## src/rtl/ones_count_scheduler_pkg.sv

```systemverilog
// Shared definitions for the round-robin popcount scheduler.
// Latency: n/a (types and elaboration-time helpers only).
// Backpressure: n/a.
package ones_count_scheduler_pkg;

    typedef enum logic {
        IDLE  = 1'b0,
        COUNT = 1'b1
    } state_t;

    // Ceiling log2, usable in constant expressions.
    function automatic int clog2_f(input int n);
        int r;
        r = 0;
        while ((1 << r) < n) begin
            r = r + 1;
        end
        return r;
    endfunction

    // Bits needed to index positions 0..w-1 (never zero wide).
    function automatic int idx_width(input int w);
        return (w <= 1) ? 1 : clog2_f(w);
    endfunction

    // Parameter sanity: result must hold data_width, id must hold NUM_REQ-1.
    function automatic bit widths_ok(input int num_req, input int data_width,
                                     input int count_width, input int id_width);
        return (num_req >= 2) && (num_req <= 8) &&
               (count_width >= clog2_f(data_width + 1)) &&
               (id_width >= clog2_f(num_req));
    endfunction

endpackage

```

## src/rtl/ones_count_engine.sv

```systemverilog
// Bit-serial popcount datapath: scans a loaded word LSB first, one bit per clock.
// Latency: data_width clocks from start; done/result are combinational on the last scan cycle.
// Backpressure: none; start is only legal while idle, the caller owns sequencing.
//
// Ports: clk, reset (async active-high), start + load_data (capture a word),
//        done (high during the final scan cycle), result (popcount valid with done).
module ones_count_engine
    import ones_count_scheduler_pkg::*;
#(
    parameter int data_width  = 8,
    parameter int count_width = 4
) (
    input  logic                   clk,
    input  logic                   reset,
    input  logic                   start,
    input  logic [data_width-1:0]  load_data,
    output logic                   done,
    output logic [count_width-1:0] result
);

    localparam int IW = idx_width(data_width);

    logic [data_width-1:0]  sreg;
    logic [count_width-1:0] cnt;
    logic [count_width-1:0] cnt_next;
    logic [IW-1:0]          idx;
    logic                   active;

    // Sum includes the bit being consumed this cycle so the last bit is
    // folded into the result without an extra clock.
    assign cnt_next = cnt + count_width'(sreg[0]);
    assign done     = active && (idx == IW'(data_width - 1));
    assign result   = cnt_next;

    always_ff @(posedge clk or posedge reset) begin
        if (reset) begin
            sreg   <= '0;
            cnt    <= '0;
            idx    <= '0;
            active <= 1'b0;
        end else if (start) begin
            sreg   <= load_data;
            cnt    <= '0;
            idx    <= '0;
            active <= 1'b1;
        end else if (active) begin
            sreg <= sreg >> 1;
            cnt  <= cnt_next;
            idx  <= idx + IW'(1);
            if (done) begin
                active <= 1'b0;
            end
        end
    end

endmodule

```

## src/rtl/ones_count_scheduler.sv

```systemverilog
// Round-robin front end sharing one serial popcount engine among NUM_REQ requesters.
// Latency: gnt at E0, done data_width clocks later; one job per data_width+1 clocks.
// Backpressure: requesters hold req/data until their gnt pulse; requests seen while counting wait for the next IDLE edge.
//
// Ports: clk, reset (async active-high), req[NUM_REQ], data_bus (word i at
//        [i*data_width +: data_width]), gnt (one-hot pulse), busy, done (pulse),
//        done_id / bit_count (held until the next done).
module ones_count_scheduler
    import ones_count_scheduler_pkg::*;
#(
    parameter int NUM_REQ     = 4,
    parameter int data_width  = 8,
    parameter int count_width = 4,
    parameter int id_width    = 2
) (
    input  logic                          clk,
    input  logic                          reset,
    input  logic [NUM_REQ-1:0]            req,
    input  logic [NUM_REQ*data_width-1:0] data_bus,
    output logic [NUM_REQ-1:0]            gnt,
    output logic                          busy,
    output logic                          done,
    output logic [id_width-1:0]           done_id,
    output logic [count_width-1:0]        bit_count
);

    if (!widths_ok(NUM_REQ, data_width, count_width, id_width)) begin : g_bad_params
        $error("ones_count_scheduler: parameter widths are inconsistent");
    end

    state_t                 state;
    state_t                 state_next;
    logic [id_width-1:0]    last;
    logic [id_width-1:0]    cur_id;
    logic [id_width-1:0]    winner;
    logic [NUM_REQ-1:0]     win_onehot;
    logic [data_width-1:0]  win_data;
    logic                   found;
    logic                   start;
    logic                   eng_done;
    logic [count_width-1:0] eng_result;

    // Round-robin pick: first requester strictly above the last winner,
    // otherwise wrap and take the lowest requester.
    always_comb begin
        winner     = '0;
        win_onehot = '0;
        win_data   = '0;
        found      = 1'b0;
        for (int i = 0; i < NUM_REQ; i++) begin
            if (!found && req[i] && (i > int'(last))) begin
                winner        = id_width'(i);
                win_onehot    = '0;
                win_onehot[i] = 1'b1;
                win_data      = data_bus[i*data_width +: data_width];
                found         = 1'b1;
            end
        end
        for (int i = 0; i < NUM_REQ; i++) begin
            if (!found && req[i]) begin
                winner        = id_width'(i);
                win_onehot    = '0;
                win_onehot[i] = 1'b1;
                win_data      = data_bus[i*data_width +: data_width];
                found         = 1'b1;
            end
        end
    end

    always_comb begin
        state_next = state;
        start      = 1'b0;
        case (state)
            IDLE: begin
                if (|req) begin
                    start      = 1'b1;
                    state_next = COUNT;
                end
            end
            COUNT: begin
                if (eng_done) begin
                    state_next = IDLE;
                end
            end
            default: state_next = IDLE;
        endcase
    end

    always_ff @(posedge clk or posedge reset) begin
        if (reset) begin
            state <= IDLE;
        end else begin
            state <= state_next;
        end
    end

    always_ff @(posedge clk or posedge reset) begin
        if (reset) begin
            last      <= id_width'(NUM_REQ - 1);
            cur_id    <= '0;
            gnt       <= '0;
            busy      <= 1'b0;
            done      <= 1'b0;
            done_id   <= '0;
            bit_count <= '0;
        end else begin
            gnt  <= start ? win_onehot : '0;
            done <= eng_done;
            if (start) begin
                last   <= winner;
                cur_id <= winner;
                busy   <= 1'b1;
            end else if (eng_done) begin
                busy <= 1'b0;
            end
            if (eng_done) begin
                bit_count <= eng_result;
                done_id   <= cur_id;
            end
        end
    end

    ones_count_engine #(
        .data_width  (data_width),
        .count_width (count_width)
    ) u_engine (
        .clk       (clk),
        .reset     (reset),
        .start     (start),
        .load_data (win_data),
        .done      (eng_done),
        .result    (eng_result)
    );

endmodule

```

## config.mk

```make
export PLATFORM = sky130hd
export DESIGN_NAME = ones_count_scheduler
export DESIGN_NICKNAME = d
export VERILOG_FILES = /design/src/rtl/ones_count_scheduler_pkg.sv /design/src/rtl/ones_count_engine.sv /design/src/rtl/ones_count_scheduler.sv
export SDC_FILE = /design/constraint.sdc
export NUM_CORES = 1
export LEC_CHECK = 0
export ABC_CLOCK_PERIOD_IN_PS = 1850
export BUFFER_PORTS_ARGS = -buffer_cell sky130_fd_sc_hd__buf_2
export CORE_ASPECT_RATIO = 0.6
export CORE_MARGIN = 5
export CORE_UTILIZATION = 54
export CTS_BUF_LIST = sky130_fd_sc_hd__clkbuf_16
export DETAILED_ROUTE_END_ITERATION = 8
export PLACE_DENSITY = 0.81
export SYNTH_ARGS = -nofsm -noshare
export SYNTH_HDL_FRONTEND = slang
export SYNTH_HIERARCHICAL = 1
export SYNTH_SLANG_ARGS = --single-unit
```

## constraint.sdc

```tcl
create_clock -name clk -period 1.85 [get_ports clk]
set_input_delay 0.555 -clock clk [delete_from_list [all_inputs] [get_ports clk]]
set_output_delay 0.555 -clock clk [all_outputs]
set_load 0.01 [all_outputs]
```

======== After elaboration in Yosys (flattened, before gate mapping) ========
Cells that the tools add are included.
storage, ports and cells
  memories kept ........................... 0
  bits in registers ....................... 33
  ROM bits ................................ 0
  RAM bits ................................ 0
  output and inout bits ................... 12
  input port bits ......................... 38
  latch bits .............................. 0
cells by class
  bitwise logic cells ..................... 1
  multiply operators ...................... 0
  divide/modulo/power cells ............... 0
  $lt $le $gt $ge ......................... 3
  reduce and logical (&&, ||, !) cells .... 19
  mux-type cells .......................... 42
  shift-type cells ........................ 0
  eq/ne operators ......................... 1
  add/subtract/negate cells ............... 2
operators with widths
  kind                                                                            number
  8-bit two-way mux                                                               9
  4-bit two-way mux                                                               8
  1-bit two-way mux                                                               14
  2-bit two-way mux                                                               7
  1-bit logical AND                                                               10
  3-bit two-way mux                                                               3
  1-bit zero test                                                                 6
  4-bit by 1-bit adder with 4-bit output                                          1
  2-bit greater-than comparator, first input constant                             2
  2-bit nonzero test                                                              2
  4-bit OR reduction                                                              1
  3-bit by 1-bit adder with 3-bit output, second input constant                   1
  3-bit equality test, second input constant                                      1
  1-bit by 2-bit greater-than comparator with 1-bit output, first input constant  1
  1-bit one-hot mux with 2 select lines                                           1
  1-bit inverter                                                                  1

======== Logic depth before layout (Yosys ltp) ========
Gate-level depths: netlist of the first run.
  word-level depth ........................ 24
  mapped depth ............................ 9

======== By module ========
The synthesis of the first run kept the hierarchy.
by module, submodules not included
  module                cells each  area an instance (sq um)  seq. area each (sq um)  times used
  ones_count_scheduler  179         1442.6                    427.9                   1
  ones_count_engine     72          817.0                     400.4                   1

======== Least setup slack after synthesis of the first run ========
OpenSTA, ideal clock, no wires.
  path type ............................... input port to flip-flop
  from .................................... input req[3]
  to ...................................... register u_engine.sreg[1]
  library setup time ...................... 0.133 ns
  buffers on the path ..................... 1
  data arrival time ....................... 1.671 ns
  cell stages on the path ................. 8
  setup slack ............................. 0.047 ns
  path through ............................ buf_4 mux2_2 nand3_2 a21oi_1 nor4_1 nor3_1 nand2_1 o21ai_0
between the ends
  word-level cells in the longest chain between the ends .. 16
RTL lines
  element                          RTL line                    RTL
  start: declaration               ones_count_scheduler.sv:18  input logic [NUM_REQ-1:0] req,
  1-bit logical AND (2 in series)  ones_count_scheduler.sv:51  if (!found && req[i] && (i > int'(last))) begin
  1-bit two-way mux                ones_count_scheduler.sv:51
  1-bit zero test                  ones_count_scheduler.sv:60  if (!found && req[i]) begin
  1-bit logical AND                ones_count_scheduler.sv:60
  1-bit two-way mux                ones_count_scheduler.sv:60
  1-bit zero test                  ones_count_scheduler.sv:60
  1-bit logical AND                ones_count_scheduler.sv:60
  1-bit two-way mux                ones_count_scheduler.sv:60
  1-bit zero test                  ones_count_scheduler.sv:60
  1-bit logical AND                ones_count_scheduler.sv:60
  1-bit two-way mux                ones_count_scheduler.sv:60
  1-bit zero test                  ones_count_scheduler.sv:60
  1-bit logical AND                ones_count_scheduler.sv:60
  8-bit two-way mux *              ones_count_scheduler.sv:60
  net win_data[1]                  ones_count_scheduler.sv:37  logic [data_width-1:0] win_data;
  8-bit two-way mux *              ones_count_engine.sv:41     end else if (start) begin
  end signal: assignment           ones_count_engine.sv:42     sreg <= load_data;
  end signal: assignment           ones_count_engine.sv:47     sreg <= sreg >> 1;
  end: declaration                 ones_count_engine.sv:23     logic [data_width-1:0] sreg;
The timed path passes the listed nets; every way through them passes the cells marked *.
A chain may end at the register's enable or synchronous reset.

======== Worst setup path after layout of the first run ========
  from .................................... register last[0]
  to ...................................... register u_engine.sreg[0]
between the ends
  word-level cells in the longest chain between the ends .. 24
RTL lines
  element                                                   RTL line                     RTL
  start: declaration                                        ones_count_scheduler.sv:33   logic [id_width-1:0] last;
  start signal: assignment                                  ones_count_scheduler.sv:99   last <= id_width'(NUM_REQ - 1);
  start signal: assignment                                  ones_count_scheduler.sv:110  last <= winner;
  1-bit by 2-bit greater-than comparator with 1-bit output  ones_count_scheduler.sv:51
  1-bit logical AND                                         ones_count_scheduler.sv:51
  1-bit two-way mux                                         ones_count_scheduler.sv:51
  1-bit zero test                                           ones_count_scheduler.sv:51
  1-bit logical AND (2 in series)                           ones_count_scheduler.sv:51
  1-bit two-way mux                                         ones_count_scheduler.sv:51
  1-bit zero test                                           ones_count_scheduler.sv:51
  1-bit logical AND (2 in series)                           ones_count_scheduler.sv:51
  (+7 left out)                                             --
  1-bit zero test                                           ones_count_scheduler.sv:60
  1-bit logical AND                                         ones_count_scheduler.sv:60
  1-bit two-way mux                                         ones_count_scheduler.sv:60
  1-bit zero test                                           ones_count_scheduler.sv:60
  1-bit logical AND                                         ones_count_scheduler.sv:60
  8-bit two-way mux *                                       ones_count_scheduler.sv:60
  net win_data[0]                                           ones_count_scheduler.sv:37
  8-bit two-way mux *                                       ones_count_engine.sv:41
Marked as above.

==> results of run 1 <==
registers in the layout (all words and copies together), names as in the netlist, 2 cells and up:
register	count
cur_id	2
bit_count	4
u_engine/cnt	4
done_id	2
u_engine/idx	3
last	2
u_engine/sreg	8
gnt	4
through the flow:
step	total power [µW]	hold slack [ns]	TNS, ns	std cells
2_1_floorplan	844.5	0.4440	0	251
3_3_place_gp	923.4	0.4631	-0.5393	379
3_5_place_dp	929.1	0.4682	-0.9861	379
4_1_cts	1711	0.3753	0	387
5_1_grt	1778	0.4188	-0.6695	393
6_report	1710	0.3575	-0.08409	393
cells in the final DEF (no fill, tap or decap), drive strengths merged, types with 2 or more instances in the layout:
master and n:
nand2 22, dfstp 2, a21oi 20, nor2b 3, nand4 2, nor4 12
a221oi 2, nor2 17, xnor2 2, a21o 3, a22oi 2, o21a 7
o22ai 6, o21ai 19, mux2 8, nor3 9, o211ai 2, and2 2
dfrtp 31, ha 4, buf 89, clkbuf 5, nand3 17, clkinv 2
and2b 2, inv 19, nand2b 4, mux2i 11
how the worst max path moves through the flow:
stage | depth (start not counted) | end | startpoint
2_1_floorplan | 8 | u_engine/sreg[1]$_DFFE_PP0P_ | req[3]
3_3_place_gp | 10 | u_engine/sreg[2]$_DFFE_PP0P_ | req[3]
3_5_place_dp | 10 | u_engine/sreg[2]$_DFFE_PP0P_ | req[3]
4_1_cts | 8 | u_engine/sreg[4]$_DFFE_PP0P_ | last[0]$_DFFE_PP1P_
5_1_grt | 8 | u_engine/sreg[2]$_DFFE_PP0P_ | last[0]$_DFFE_PP1P_
6_report | 10 | u_engine/sreg[0]$_DFFE_PP0P_ | last[0]$_DFFE_PP1P_
power groups by stage:
stage          clock network, µW  registers [µW]  logic (µW)
2_1_floorplan                  0             735         110
3_3_place_gp                   0             735         188
5_1_grt                      825             722         230
4_1_cts                      792             723         196
6_report                     778             723         209
3_5_place_dp                   0             735         194
area by class of cell:
class                           count  area, µm²
Inverter                           18      67.56
Sequential cell                    33      828.3
Clock buffer                        5      125.1
Multi-Input combinational cell    185       1301
Fill cell                         292       1105
Timing Repair Buffer               89      560.5
Tap cell                           60      75.07
Clock inverter                      3      13.76
metal layers:
layer / vias to the layer above / part of all wire, %
met1: 1001 / 46
met3: 14 / 8.7
met2: 105 / 44
met4: 0 / 1.3
met5: - / 0
li1: 1052 / -
cell families (layout without fill, tap and decap cells):
| logic type | Yosys count | in the layout | share of synthesized area (%) |
|---|---|---|---|
| buffers and inverters | 33 | 115 | 9.301 |
| DFF | 33 | 33 | 36.66 |
| and+or+nand+nor | 95 | 95 | 23.15 |
| AOI/OAI and AO/OA | 64 | 64 | 18.49 |
| adders and majority gates | 4 | 4 | 2.215 |
| muxes | 19 | 19 | 9.026 |
| xor gates and xnor gates | 3 | 3 | 1.163 |
timing repair:
action	CTS	global route
hold buffers	0	0
hold endpoints to repair	0	0
pin swaps	0	10
gates resized for setup	3	20
setup endpoints to repair	2	8
buffers inserted	0	6
worst max-delay path, cell delays in order (launching register included):
cell	delay, ns
sky130_fd_sc_hd__dfstp_2	0.58
sky130_fd_sc_hd__nor3b_4	0.23
sky130_fd_sc_hd__o31ai_4	0.10
sky130_fd_sc_hd__buf_6	0.14
sky130_fd_sc_hd__buf_6	0.12
sky130_fd_sc_hd__buf_6	0.11
sky130_fd_sc_hd__o21a_1	0.18
sky130_fd_sc_hd__o22ai_2	0.11
sky130_fd_sc_hd__nor3_1	0.07
sky130_fd_sc_hd__nand2_1	0.07
sky130_fd_sc_hd__o21ai_1	0.06
==> results_tabular.tex, run 1 <==
\begin{tabular}{lr}
\hline
Metric & Value \\
\hline
\multicolumn{2}{l}{\textbf{Run status}} \\
\quad Outcome & finished, violations left \\
\quad Violations in the final reports & negative setup slack \\
\multicolumn{2}{l}{\textbf{Power}} \\
\quad Areal power density over the cells & 575.4 nW/µm² \\
\quad Net switching power of the design & 407.1 µW \\
\quad Cell leakage power & 0.001381 µW \\
\quad Power share of the combinational group & 12.2\% \\
\quad Clock Power Share & 45.5\% \\
\quad Peak supply drop & 0.0008117 V \\
\quad Internal power & 1303 µW \\
\quad Part of the total power dissipated in sequential elements & 42.3\% \\
\quad Net switching share of the total power & a little under a quarter \\
\multicolumn{2}{l}{\textbf{Layout}} \\
\quad Final non-filler cell area & 2972 µm² \\
\quad Share of final-layout standard cells stronger than drive strength 1 & about two fifths \\
\quad Final layout net count & 374 \\
\quad Utilization of the core after routing & about 73\% \\
\quad Number of diodes & 0 \\
\quad Area growth from synthesis to final layout & 31.51\% \\
\multicolumn{2}{l}{\textbf{Global route}} \\
\quad First-pass GRT wire length & 9639 µm \\
\quad Global-route met3 utilization & approximately 4.7\% \\
\quad Vias in the first global route & 2,033 \\
\quad Global routing usage on met2 & a little over a third \\
\quad Initial antenna violation count & 0 \\
\quad Pin count of the biggest net entering global routing & 18 \\
\quad Met1 Usage GRT & 31.40\% \\
\quad Most utilized layer in the global route result & met2 \\
\quad Global-route congestion overflow total & 0 \\
\quad Gr usage total & 22.23\% \\
\multicolumn{2}{l}{\textbf{Flow run}} \\
\quad Number of violations of the max-capacitance limit & 0 \\
\multicolumn{2}{l}{\textbf{CTS}} \\
\quad Number of buffers created by CTS & 5 \\
\quad Maximum buffer depth of the clock tree & 2 \\
\quad CTS root buf & sky130\_fd\_sc\_hd\_\_clkbuf\_16 \\
\quad Worst-skew pair later-pin latency & 0.27 ns \\
\quad Clock slew at reported path FFs & 0.05 ns \\
\quad Sinks on the clock net & 33 \\
\quad CTS H-tree lvls & 2 \\
\quad Clock tree from TritonCTS & built \\
\multicolumn{2}{l}{\textbf{Synth}} \\
\quad Nets in the synthesized netlist & 293 \\
\quad Synth async-reset ratio & 100.0\% \\
\quad Area share of the leading cell type in the synthesized netlist & between 30\% and 40\% \\
\quad YS warnings & 6 \\
\quad EDFF count, synth & 0 \\
\quad Post-synthesis instance total & 251 \\
\quad Proportion of synthesized chip area in sequential cells & a little over a third \\
\quad Count of distinct cell types in the synthesized netlist & 52 \\
\quad Most instantiated library cell after synthesis & sky130\_fd\_sc\_hd\_\_dfrtp\_1 \\
\quad Most used DFF post-synth & sky130\_fd\_sc\_hd\_\_dfrtp\_1 \\
\quad Top area cells in the synthesized netlist & sky130\_fd\_sc\_hd\_\_dfrtp\_1 34\%, sky130\_fd\_sc\_hd\_\_mux2i\_1 4.9\%, sky130\_fd\_sc\_hd\_\_a21oi\_1 3.8\% \\
\quad Flip-flop and latch count after synthesis & 33 \\
\quad Area leader, netlist & sky130\_fd\_sc\_hd\_\_dfrtp\_1 \\
\quad Post-Synthesis Mean Instance Area & 9.003 µm² \\
\quad Area of the mapped netlist & 2260 µm² \\
\quad Leading post-synthesis cells by instance count & 31 x sky130\_fd\_sc\_hd\_\_dfrtp\_1, 22 x sky130\_fd\_sc\_hd\_\_nand2\_1, 18 x sky130\_fd\_sc\_hd\_\_inv\_1 \\
\multicolumn{2}{l}{\textbf{Worst setup path}} \\
\quad Required time of the worst setup path & 1.99 ns \\
\quad Critical path arrival & 2.04 ns \\
\quad Critical path class & reg2reg \\
\quad Setup crit end kind & flop \\
\quad R2r worst-path depth & 10 \\
\quad Worst setup slack for register-to-register paths & -0.05 ns \\
\quad Endpoint of the worst register-to-register path & u\_engine/sreg[0]\$\_DFFE\_PP0P\_ \\
\quad Critical Path Source Type & flop \\
\quad Largest fanout on the critical path & 6 \\
\quad Startpoint of the lowest-slack register-to-register path & last[0]\$\_DFFE\_PP1P\_ \\
\multicolumn{2}{l}{\textbf{Detailed routing}} \\
\quad Via/cell ratio & between 5 and 6 \\
\quad First-pass iteration count of the detailed router & 5 \\
\quad Post-detailed-route wirelength per cell & 15.43 µm \\
\quad Post-detailed-route count of antenna-violating nets & 0 \\
\quad Routed Wire Length & roughly 6100 µm \\
\quad Initial DRC Count & 198 \\
\quad \# DRC & 0 \\
\quad Count of vias placed by the detailed router & around 2,200 \\
\multicolumn{2}{l}{\textbf{STA}} \\
\quad Worst slew margin relative to its limit & between 50\% and 60\% \\
\quad Post-layout minimum cycle time & 1.900 ns \\
\quad Final hold violation count & 0 \\
\quad Setup repair after global routing missed its margin & true \\
\quad Layout Skew & between 0.002 and 0.003 ns \\
\quad Number of setup violations in the final report & 2 \\
\quad Post-route fraction of the period consumed by the critical path & 102.7\% \\
\quad Worst Tran Pin Value & about 0.65 ns \\
\quad Final critical-path setup slack & -0.04961 ns \\
\quad Count of final max-slew check failures & 0 \\
\quad Maximum clock frequency & 526.4 MHz \\
\multicolumn{2}{l}{\textbf{Floorplan}} \\
\quad Floorplan Core Area & 4076 µm² \\
\quad Chip Height & $\sim$60 µm \\
\quad Number of standard-cell rows in the floorplan & 18 \\
\quad Effective utilization at floorplan & a little under three fifths \\
\quad Area enclosed by the die boundary & 5620 µm² \\
\quad Die X-Extent & 93.51 µm \\
\quad Count of pins on the block boundary & 50 \\
\multicolumn{2}{l}{\textbf{Placement}} \\
\quad Post-detail-place hpwl & around 4300 µm \\
\quad Area after DPL & 2693 µm² \\
\quad Setup WS pre-CTS & -0.1537 ns \\
\quad Routability congestion estimate & 0.9210 \\
\quad PortBufs & 49 \\
\multicolumn{2}{l}{\textbf{Min path}} \\
\quad Class of the tightest hold or removal check & in2async \\
\hline
\end{tabular}
(Power assumes the default switching activity.)
==> run 2: changes to the inputs <==
PLACE_DENSITY = 0.89   (was 0.81)
==> run 2 against run 1 <==
  * The run still ends with negative setup slack left
  * Total power increased by 9.2%
  * Clock power grew 17%
  * Worst setup slack lost 0.20 ns
  * Critical path type unchanged
==> results_tabular.tex, run 2 (synthesized netlist as in run 1, its figures left out) <==
\begin{tabular}{lr}
\hline
Metric & Value \\
\hline
\multicolumn{2}{l}{\textbf{Power}} \\
\quad Cell leakage power & 0.001390 µW \\
\quad Areal power density over the cells & 611.1 nW/µm² \\
\quad Peak supply drop & 0.0005075 V \\
\multicolumn{2}{l}{\textbf{Layout}} \\
\quad Top library cells by usage in the layout, fill and taps aside & 49 x sky130\_fd\_sc\_hd\_\_buf\_2, 34 x sky130\_fd\_sc\_hd\_\_buf\_4, 31 x sky130\_fd\_sc\_hd\_\_dfrtp\_1, 22 x sky130\_fd\_sc\_hd\_\_nand2\_1, 19 x sky130\_fd\_sc\_hd\_\_inv\_1 \\
\quad Number of diodes & 0 \\
\quad Largest Register & u\_engine/sreg \\
\quad Number of filler cells placed in the layout & 243 \\
\quad Most frequent standard cell in the layout excluding fill and tap cells & sky130\_fd\_sc\_hd\_\_buf\_2 \\
\quad Area growth from synthesis to final layout & 35.16\% \\
\quad Largest register FFs & 8 \\
\quad Share of final-layout standard cells stronger than drive strength 1 & 43.03\% \\
\quad Final layout net count & $\sim$370 \\
\quad Utilization of the core after routing & 74.92\% \\
\multicolumn{2}{l}{\textbf{Worst setup path}} \\
\quad Largest fanout on the critical path & 8 \\
\quad Startpoint of the lowest-slack register-to-register path & last[0]\$\_DFFE\_PP1P\_ \\
\quad Critical path launch point & last[0]\$\_DFFE\_PP1P\_ \\
\quad Critical path arrival & approximately 2.3 ns \\
\quad Required time of the worst setup path & 2.01 ns \\
\quad Critical path class & reg2reg \\
\quad Setup crit end kind & flop \\
\quad R2r worst-path depth & 8 \\
\quad Critical Path Source Type & flop \\
\multicolumn{2}{l}{\textbf{Global route}} \\
\quad Initial antenna violation count & 0 \\
\quad Pin count of the biggest net entering global routing & 19 \\
\quad First-pass GRT wire length & 10,830 µm \\
\quad Vias in the first global route & approximately 2,200 \\
\quad Global-route congestion overflow total & 0 \\
\quad Gr usage total & 25.26\% \\
\multicolumn{2}{l}{\textbf{CTS}} \\
\quad Worst-skew pair later-pin latency & approximately 0.27 ns \\
\quad Maximum buffer depth of the clock tree & 2 \\
\quad CTS H-tree lvls & 2 \\
\quad Sinks on the clock net & 33 \\
\quad CTS root buf & sky130\_fd\_sc\_hd\_\_clkbuf\_16 \\
\quad Number of buffers created by CTS & 5 \\
\quad Clock slew at reported path FFs & 0.05 ns \\
\quad Clock tree from TritonCTS & built \\
\multicolumn{2}{l}{\textbf{STA}} \\
\quad Final critical-path setup slack & -0.2456 ns \\
\quad Count of final max-slew check failures & 0 \\
\quad Final hold violation count & 0 \\
\quad Worst slew margin relative to its limit & 55.78\% \\
\quad Layout Skew & $\sim$0.0048 ns \\
\quad Post-route fraction of the period consumed by the critical path & 113.3\% \\
\quad Number of setup violations in the final report & 7 \\
\quad Maximum clock frequency & 477.2 MHz \\
\quad Post-layout minimum cycle time & 2.096 ns \\
\quad Worst Tran Pin Value & 0.6625 ns \\
\quad Setup repair after global routing missed its margin & true \\
\multicolumn{2}{l}{\textbf{Floorplan}} \\
\quad Floorplan Core Area & 4076 µm² \\
\quad Count of pins on the block boundary & 50 \\
\quad Die X-Extent & 93.51 µm \\
\quad Effective utilization at floorplan & 55.43\% \\
\quad Area enclosed by the die boundary & about 5600 µm² \\
\quad Chip Height & 60.11 µm \\
\quad Number of standard-cell rows in the floorplan & 18 \\
\multicolumn{2}{l}{\textbf{Placement}} \\
\quad Post-detail-place hpwl & between 4000 and 5000 µm \\
\quad Routability congestion estimate & 0.9039 \\
\quad Setup WS pre-CTS & -0.2737 ns \\
\quad PortBufs & 49 \\
\multicolumn{2}{l}{\textbf{Detailed routing}} \\
\quad First-pass iteration count of the detailed router & 6 \\
\quad \# DRC & 0 \\
\quad Initial DRC Count & 382 \\
\quad Post-detailed-route wirelength per cell & 19.48 µm \\
\quad Via/cell ratio & 6.267 \\
\quad Count of vias placed by the detailed router & 2,444 \\
\quad Routed Wire Length & 7597 µm \\
\quad Post-detailed-route count of antenna-violating nets & 0 \\
\multicolumn{2}{l}{\textbf{Min path}} \\
\quad Class of the tightest hold or removal check & in2async \\
\multicolumn{2}{l}{\textbf{Flow run}} \\
\quad Number of violations of the max-capacitance limit & 0 \\
\multicolumn{2}{l}{\textbf{Run status}} \\
\quad Violations in the final reports & negative setup slack \\
\quad Outcome & finished, violations left \\
\hline
\end{tabular}
-- run 2: cell count changes in the layout (fill, tap and decap cells not counted), sizes merged --
cell / change
buf: -4
clkinv: -1
o31ai: +1
bufinv: +1
-- run 2: timing repair --
| item | 4_1_cts | 5_1_grt |
|---|---|---|
| cloned | 1 | 0 |
| gates resized for setup | 10 | 31 |
| buffers inserted | 2 | 4 |
| hold buffers | 0 | 0 |
| pin swaps | 5 | 9 |
| setup endpoints to repair | 5 | 8 |
-- run 2: power by group --
| group | internal, µW | switching, µW | total (µW) |
|---|---|---|---|
| Clock | 625 | 284 | 908 |
| Sequential | 723 | 0 | 723 |
| Combinational | 96.7 | 139 | 235 |
-- run 2: cell type report --
class                           instances  area [µm²]  area share (%)
Sequential cell                        33       828.3           27.12
Inverter                               18       67.56           2.212
Clock inverter                          3       37.54           1.229
Clock buffer                            5       125.1           4.097
Multi-Input combinational cell        186        1398           45.76
Timing Repair Buffer                   85       523.0           17.12
Tap cell                               60       75.07           2.458
-- run 2: worst max-delay path, cell delays in order, from the launching register on --
cell                      delay (ns)
sky130_fd_sc_hd__dfstp_2        0.41
sky130_fd_sc_hd__nor3b_4        0.18
sky130_fd_sc_hd__buf_4          0.15
sky130_fd_sc_hd__o31ai_4        0.37
sky130_fd_sc_hd__o21ai_0        0.25
sky130_fd_sc_hd__nor4_1         0.36
sky130_fd_sc_hd__nor3_1         0.11
sky130_fd_sc_hd__nand2_1        0.09
sky130_fd_sc_hd__o21ai_1        0.06
-- run 2: stage by stage --
stage	hold slack [ns]	std cells	area [µm²]	TNS [ns]	power, µW
floorplan	0.4440	251	2260	0	844.5
global placement	0.4606	375	2663	-0.7470	923.2
detailed placement	0.4668	375	2663	-1.673	928.5
CTS	0.3775	386	2893	-0.03529	1839
global route	0.4229	390	3054	-1.047	1925
finish	0.3633	390	3054	-0.4289	1867
-- run 2: worst paths after layout --
kind	endpoint	slack, ns
worst max-delay path	u_engine/sreg[2]$_DFFE_PP0P_	-0.25
worst min-delay path	u_engine/sreg[0]$_DFFE_PP0P_	0.36
worst max register to register	u_engine/sreg[2]$_DFFE_PP0P_	-0.25
worst min register to register	cur_id[0]$_DFFE_PP0P_	0.47
max in group asynchronous	bit_count[2]$_DFFE_PP0P_	1.04
min in group clk	cur_id[0]$_DFFE_PP0P_	0.47
-- run 2: per-layer routing --
layer	track usage [%]	up-vias	share of wire, %
li1	-	1054	-
met1	32.71	1124	39
met2	40.75	207	43
met3	5.535	59	11
met4	11.90	0	5.9
met5	0	-	0
==> run 3: changes to the inputs <==
ABC_AREA = 1   (was unset)
==> run 3 against run 2 <==
  * The flow now finishes without violations
  * Routed wire length is 24% lower
  * Combinational power is 19% lower
  * Worst hold slack worse by 0.011 ns
  * Core utilization is 5.1 points lower
  * Register-to-register slack better by 0.31 ns
  * Die area is 1.5% lower
  * Global-route usage is 3.2 points lower
  * First-iteration DRC count is 58% lower
  * Synthesized area is 1.7% lower
  * Final cell count is 0.26% lower
  * Clock power is 18% higher
  * Critical path type unchanged
==> results_tabular.tex, run 3 <==
\begin{tabular}{lr}
\hline
Metric & Value \\
\hline
\multicolumn{2}{l}{\textbf{Run status}} \\
\quad Outcome & finished, final reports clean \\
\multicolumn{2}{l}{\textbf{Worst setup path}} \\
\quad Worst setup slack for register-to-register paths & 0.07 ns \\
\quad Largest fanout on the critical path & 8 \\
\quad Kind of cell with the highest combined delay on the critical path & simple AND/OR/NAND/NOR gates \\
\quad Slowest library cell on the worst path & sky130\_fd\_sc\_hd\_\_dfstp\_2 \\
\quad Critical path arrival & 2.00 ns \\
\quad Critical Path Source Type & flop \\
\quad Sum of buffers and inverters on the critical path & 1 \\
\quad Setup crit end kind & flop \\
\quad CP peak stage delay & $\sim$0.62 ns \\
\quad Critical path class & reg2reg \\
\quad List of cells traversed by the critical path & nor2\_4 -> nand2\_4 -> nand3\_4 -> nor2\_4 -> inv\_2 -> nor2\_1 -> nor2\_1 -> nand2\_1 -> nand2\_1 -> nand3\_2 \\
\quad Required time of the worst setup path & 2.07 ns \\
\multicolumn{2}{l}{\textbf{Synth}} \\
\quad YS warnings & 6 \\
\quad Nets in the synthesized netlist & 317 \\
\quad Area of the mapped netlist & 2221 µm² \\
\quad Flip-flop and latch count after synthesis & 33 \\
\quad Proportion of synthesized chip area in sequential cells & between 30\% and 40\% \\
\quad Area share of the leading cell type in the synthesized netlist & between 30\% and 40\% \\
\quad Post-synthesis instance total & 275 \\
\quad Post-Synthesis Mean Instance Area & 8.076 µm² \\
\quad Count of distinct cell types in the synthesized netlist & 34 \\
\quad Top area cells in the synthesized netlist & sky130\_fd\_sc\_hd\_\_dfrtp\_1 35\%, sky130\_fd\_sc\_hd\_\_nand2\_1 10\%, sky130\_fd\_sc\_hd\_\_nand2\_4 6.6\% \\
\quad Most used DFF post-synth & sky130\_fd\_sc\_hd\_\_dfrtp\_1 \\
\quad EDFF count, synth & 0 \\
\quad Most instantiated library cell after synthesis & sky130\_fd\_sc\_hd\_\_nand2\_1 \\
\quad Area leader, netlist & sky130\_fd\_sc\_hd\_\_dfrtp\_1 \\
\quad Synth async-reset ratio & 100.0\% \\
\quad Leading post-synthesis cells by instance count & 61 x sky130\_fd\_sc\_hd\_\_nand2\_1, 32 x sky130\_fd\_sc\_hd\_\_inv\_1, 31 x sky130\_fd\_sc\_hd\_\_dfrtp\_1 \\
\multicolumn{2}{l}{\textbf{Placement}} \\
\quad PortBufs & 49 \\
\quad Inst Count DP & 378 \\
\quad Post-detail-place hpwl & 4341 µm \\
\quad Area after DPL & $\sim$2600 µm² \\
\quad Setup WS pre-CTS & -0.01882 ns \\
\quad Routability congestion estimate & 0.9035 \\
\multicolumn{2}{l}{\textbf{Power}} \\
\quad Peak supply drop & 0.0005436 V \\
\quad Net switching power of the design & 419.6 µW \\
\quad Power share of the combinational group & 9.6\% \\
\quad Part of the total power dissipated in sequential elements & between 30 and 40\% \\
\quad Clock Power Share & 53.9\% \\
\quad Net switching share of the total power & 21.19\% \\
\quad Cell leakage power & between 0.0015 and 0.002 µW \\
\quad Areal power density over the cells & 703.5 nW/µm² \\
\quad Internal power & 1561 µW \\
\multicolumn{2}{l}{\textbf{Layout}} \\
\quad Number of non-filler instances in the completed layout & 389 \\
\quad Largest register FFs & 8 \\
\quad Final non-filler cell area & 2815 µm² \\
\quad Top library cells by usage in the layout, fill and taps aside & 61 x sky130\_fd\_sc\_hd\_\_nand2\_1, 49 x sky130\_fd\_sc\_hd\_\_buf\_2, 31 x sky130\_fd\_sc\_hd\_\_inv\_1, 31 x sky130\_fd\_sc\_hd\_\_dfrtp\_1 \\
\quad Final layout net count & 380 \\
\quad Most frequent standard cell in the layout excluding fill and tap cells & sky130\_fd\_sc\_hd\_\_nand2\_1 \\
\quad Number of filler cells placed in the layout & roughly 310 \\
\quad Area growth from synthesis to final layout & 26.76\% \\
\quad Number of diodes & 0 \\
\quad Largest Register & u\_engine/sreg \\
\quad Share of final-layout standard cells stronger than drive strength 1 & 36.58\% \\
\multicolumn{2}{l}{\textbf{Detailed routing}} \\
\quad First-pass iteration count of the detailed router & 5 \\
\quad Post-detailed-route wirelength per cell & 14.93 µm \\
\quad Count of vias placed by the detailed router & 2,164 \\
\quad Initial DRC Count & 162 \\
\quad Routed Wire Length & 5807 µm \\
\quad Via/cell ratio & 5.563 \\
\quad \# DRC & 0 \\
\quad Post-detailed-route count of antenna-violating nets & 0 \\
\multicolumn{2}{l}{\textbf{CTS}} \\
\quad CTS H-tree lvls & 2 \\
\quad CTS root buf & sky130\_fd\_sc\_hd\_\_clkbuf\_16 \\
\quad Number of buffers created by CTS & 5 \\
\quad Maximum buffer depth of the clock tree & 2 \\
\quad Sinks on the clock net & 33 \\
\quad Clock slew at reported path FFs & 0.06 ns \\
\quad Worst-skew pair later-pin latency & 0.28 ns \\
\quad Clock tree from TritonCTS & built \\
\quad Quantity of hold-fixing buffers added after cts & 0 \\
\multicolumn{2}{l}{\textbf{Global route}} \\
\quad Initial antenna violation count & 0 \\
\quad Pin count of the biggest net entering global routing & 18 \\
\quad Global-route congestion overflow total & 0 \\
\quad Vias in the first global route & 2,057 \\
\quad Gr usage total & 22.05\% \\
\quad First-pass GRT wire length & 9404 µm \\
\multicolumn{2}{l}{\textbf{Flow run}} \\
\quad Number of violations of the max-capacitance limit & 0 \\
\multicolumn{2}{l}{\textbf{Floorplan}} \\
\quad Number of standard-cell rows in the floorplan & 18 \\
\quad Floorplan Core Area & slightly above 4000 µm² \\
\quad Area enclosed by the die boundary & 5537 µm² \\
\quad Effective utilization at floorplan & 55.09\% \\
\quad Chip Height & $\sim$60 µm \\
\quad Die X-Extent & about 93 µm \\
\quad Count of pins on the block boundary & 50 \\
\multicolumn{2}{l}{\textbf{STA}} \\
\quad Worst Hold Margin & 0.3522 ns \\
\quad Worst slew margin relative to its limit & 59.07\% \\
\quad Final critical-path setup slack & 0.06774 ns \\
\quad Post-layout minimum cycle time & about 1.8 ns \\
\quad Number of setup violations in the final report & 0 \\
\quad Layout Skew & 0.005376 ns \\
\quad Maximum clock frequency & 561.1 MHz \\
\quad Worst Tran Pin Value & about 0.6 ns \\
\quad Post-route fraction of the period consumed by the critical path & between 90 and 100\% \\
\quad Setup total negative slack & 0 ns \\
\quad Count of final max-slew check failures & 0 \\
\quad Final hold violation count & 0 \\
\multicolumn{2}{l}{\textbf{Min path}} \\
\quad Class of the tightest hold or removal check & in2async \\
\hline
\end{tabular}
-- run 3: final timing paths --
kind	startpoint	endpoint	cells after the start
setup / recovery	last[1]$_DFFE_PP1P_	u_engine/sreg[5]$_DFFE_PP0P_	10
hold / removal	reset	u_engine/cnt[3]$_DFFE_PP0P_	2
setup reg to reg	last[1]$_DFFE_PP1P_	u_engine/sreg[5]$_DFFE_PP0P_	10
hold reg to reg	u_engine/cnt[0]$_DFFE_PP0P_	u_engine/cnt[0]$_DFFE_PP0P_	2
max in group asynchronous	reset	u_engine/sreg[2]$_DFFE_PP0P_	2
min in group clk	u_engine/cnt[0]$_DFFE_PP0P_	u_engine/cnt[0]$_DFFE_PP0P_	2
-- run 3: per-stage QoR --
stage	util, %	total power, µW
after floorplan	-	842.3
after global placement	64.12	909.6
after detailed placement	64.12	914.1
after CTS	68.84	1989
after global routing	69.83	2051
final	69.83	1981
-- run 3: cell families after synthesis --
| kind of cell | Yosys count | share of synthesized area, % |
|---|---|---|
| AO/OA/AOI/OAI | 17 | 4.789 |
| XOR/XNOR | 1 | 0.3944 |
| adder cells (fa/ha/maj) | 4 | 2.254 |
| buffers and inverters | 48 | 10.31 |
| flip-flops | 33 | 37.30 |
| multiplexers | 5 | 2.535 |
| AND/OR/NAND/NOR | 167 | 42.42 |
-- run 3: layer usage --
| layer | vias up | global-route usage (%) | share of wire (%) |
|---|---|---|---|
| met5 | - | 0 | 0 |
| met2 | 136 | 34.70 | 45 |
| met4 | 0 | 6.681 | 1.2 |
| met3 | 18 | 7.044 | 12 |
| met1 | 991 | 29.44 | 42 |
| li1 | 1019 | - | - |
-- run 3: repair_timing --
item | in CTS | in global routing
hold endpoints to repair | 0 | 0
gates resized for setup | 0 | 2
setup buffers | 0 | 3
setup endpoints to repair | 0 | 1
-- run 3: worst reg2reg max path: cells and delay by family (launching register included) --
family / cells / cell delay (ns)
flip-flops: 1 / 0.62
buffers and inverters: 1 / 0.09
AND/OR/NAND/NOR: 9 / 1.02
-- run 3: layout make-up --
class | instances | area, µm² | share of cell area [%]
Multi-Input combinational cell | 194 | 1186 | 42.13
Clock buffer | 5 | 125.1 | 4.444
Timing Repair Buffer | 66 | 397.9 | 14.13
Tap cell | 50 | 62.56 | 2.222
Clock inverter | 3 | 65.06 | 2.311
Sequential cell | 33 | 828.3 | 29.42
Inverter | 38 | 150.1 | 5.333
-- run 3: power by group through the flow --
stage                     registers [µW]  logic (µW)  clock network, µW
after floorplan                      735         107                  0
after global placement               735         175                  0
after detailed placement             735         179                  0
after CTS                            723         180               1090
after global routing                 722         211               1120
final                                723         190               1070
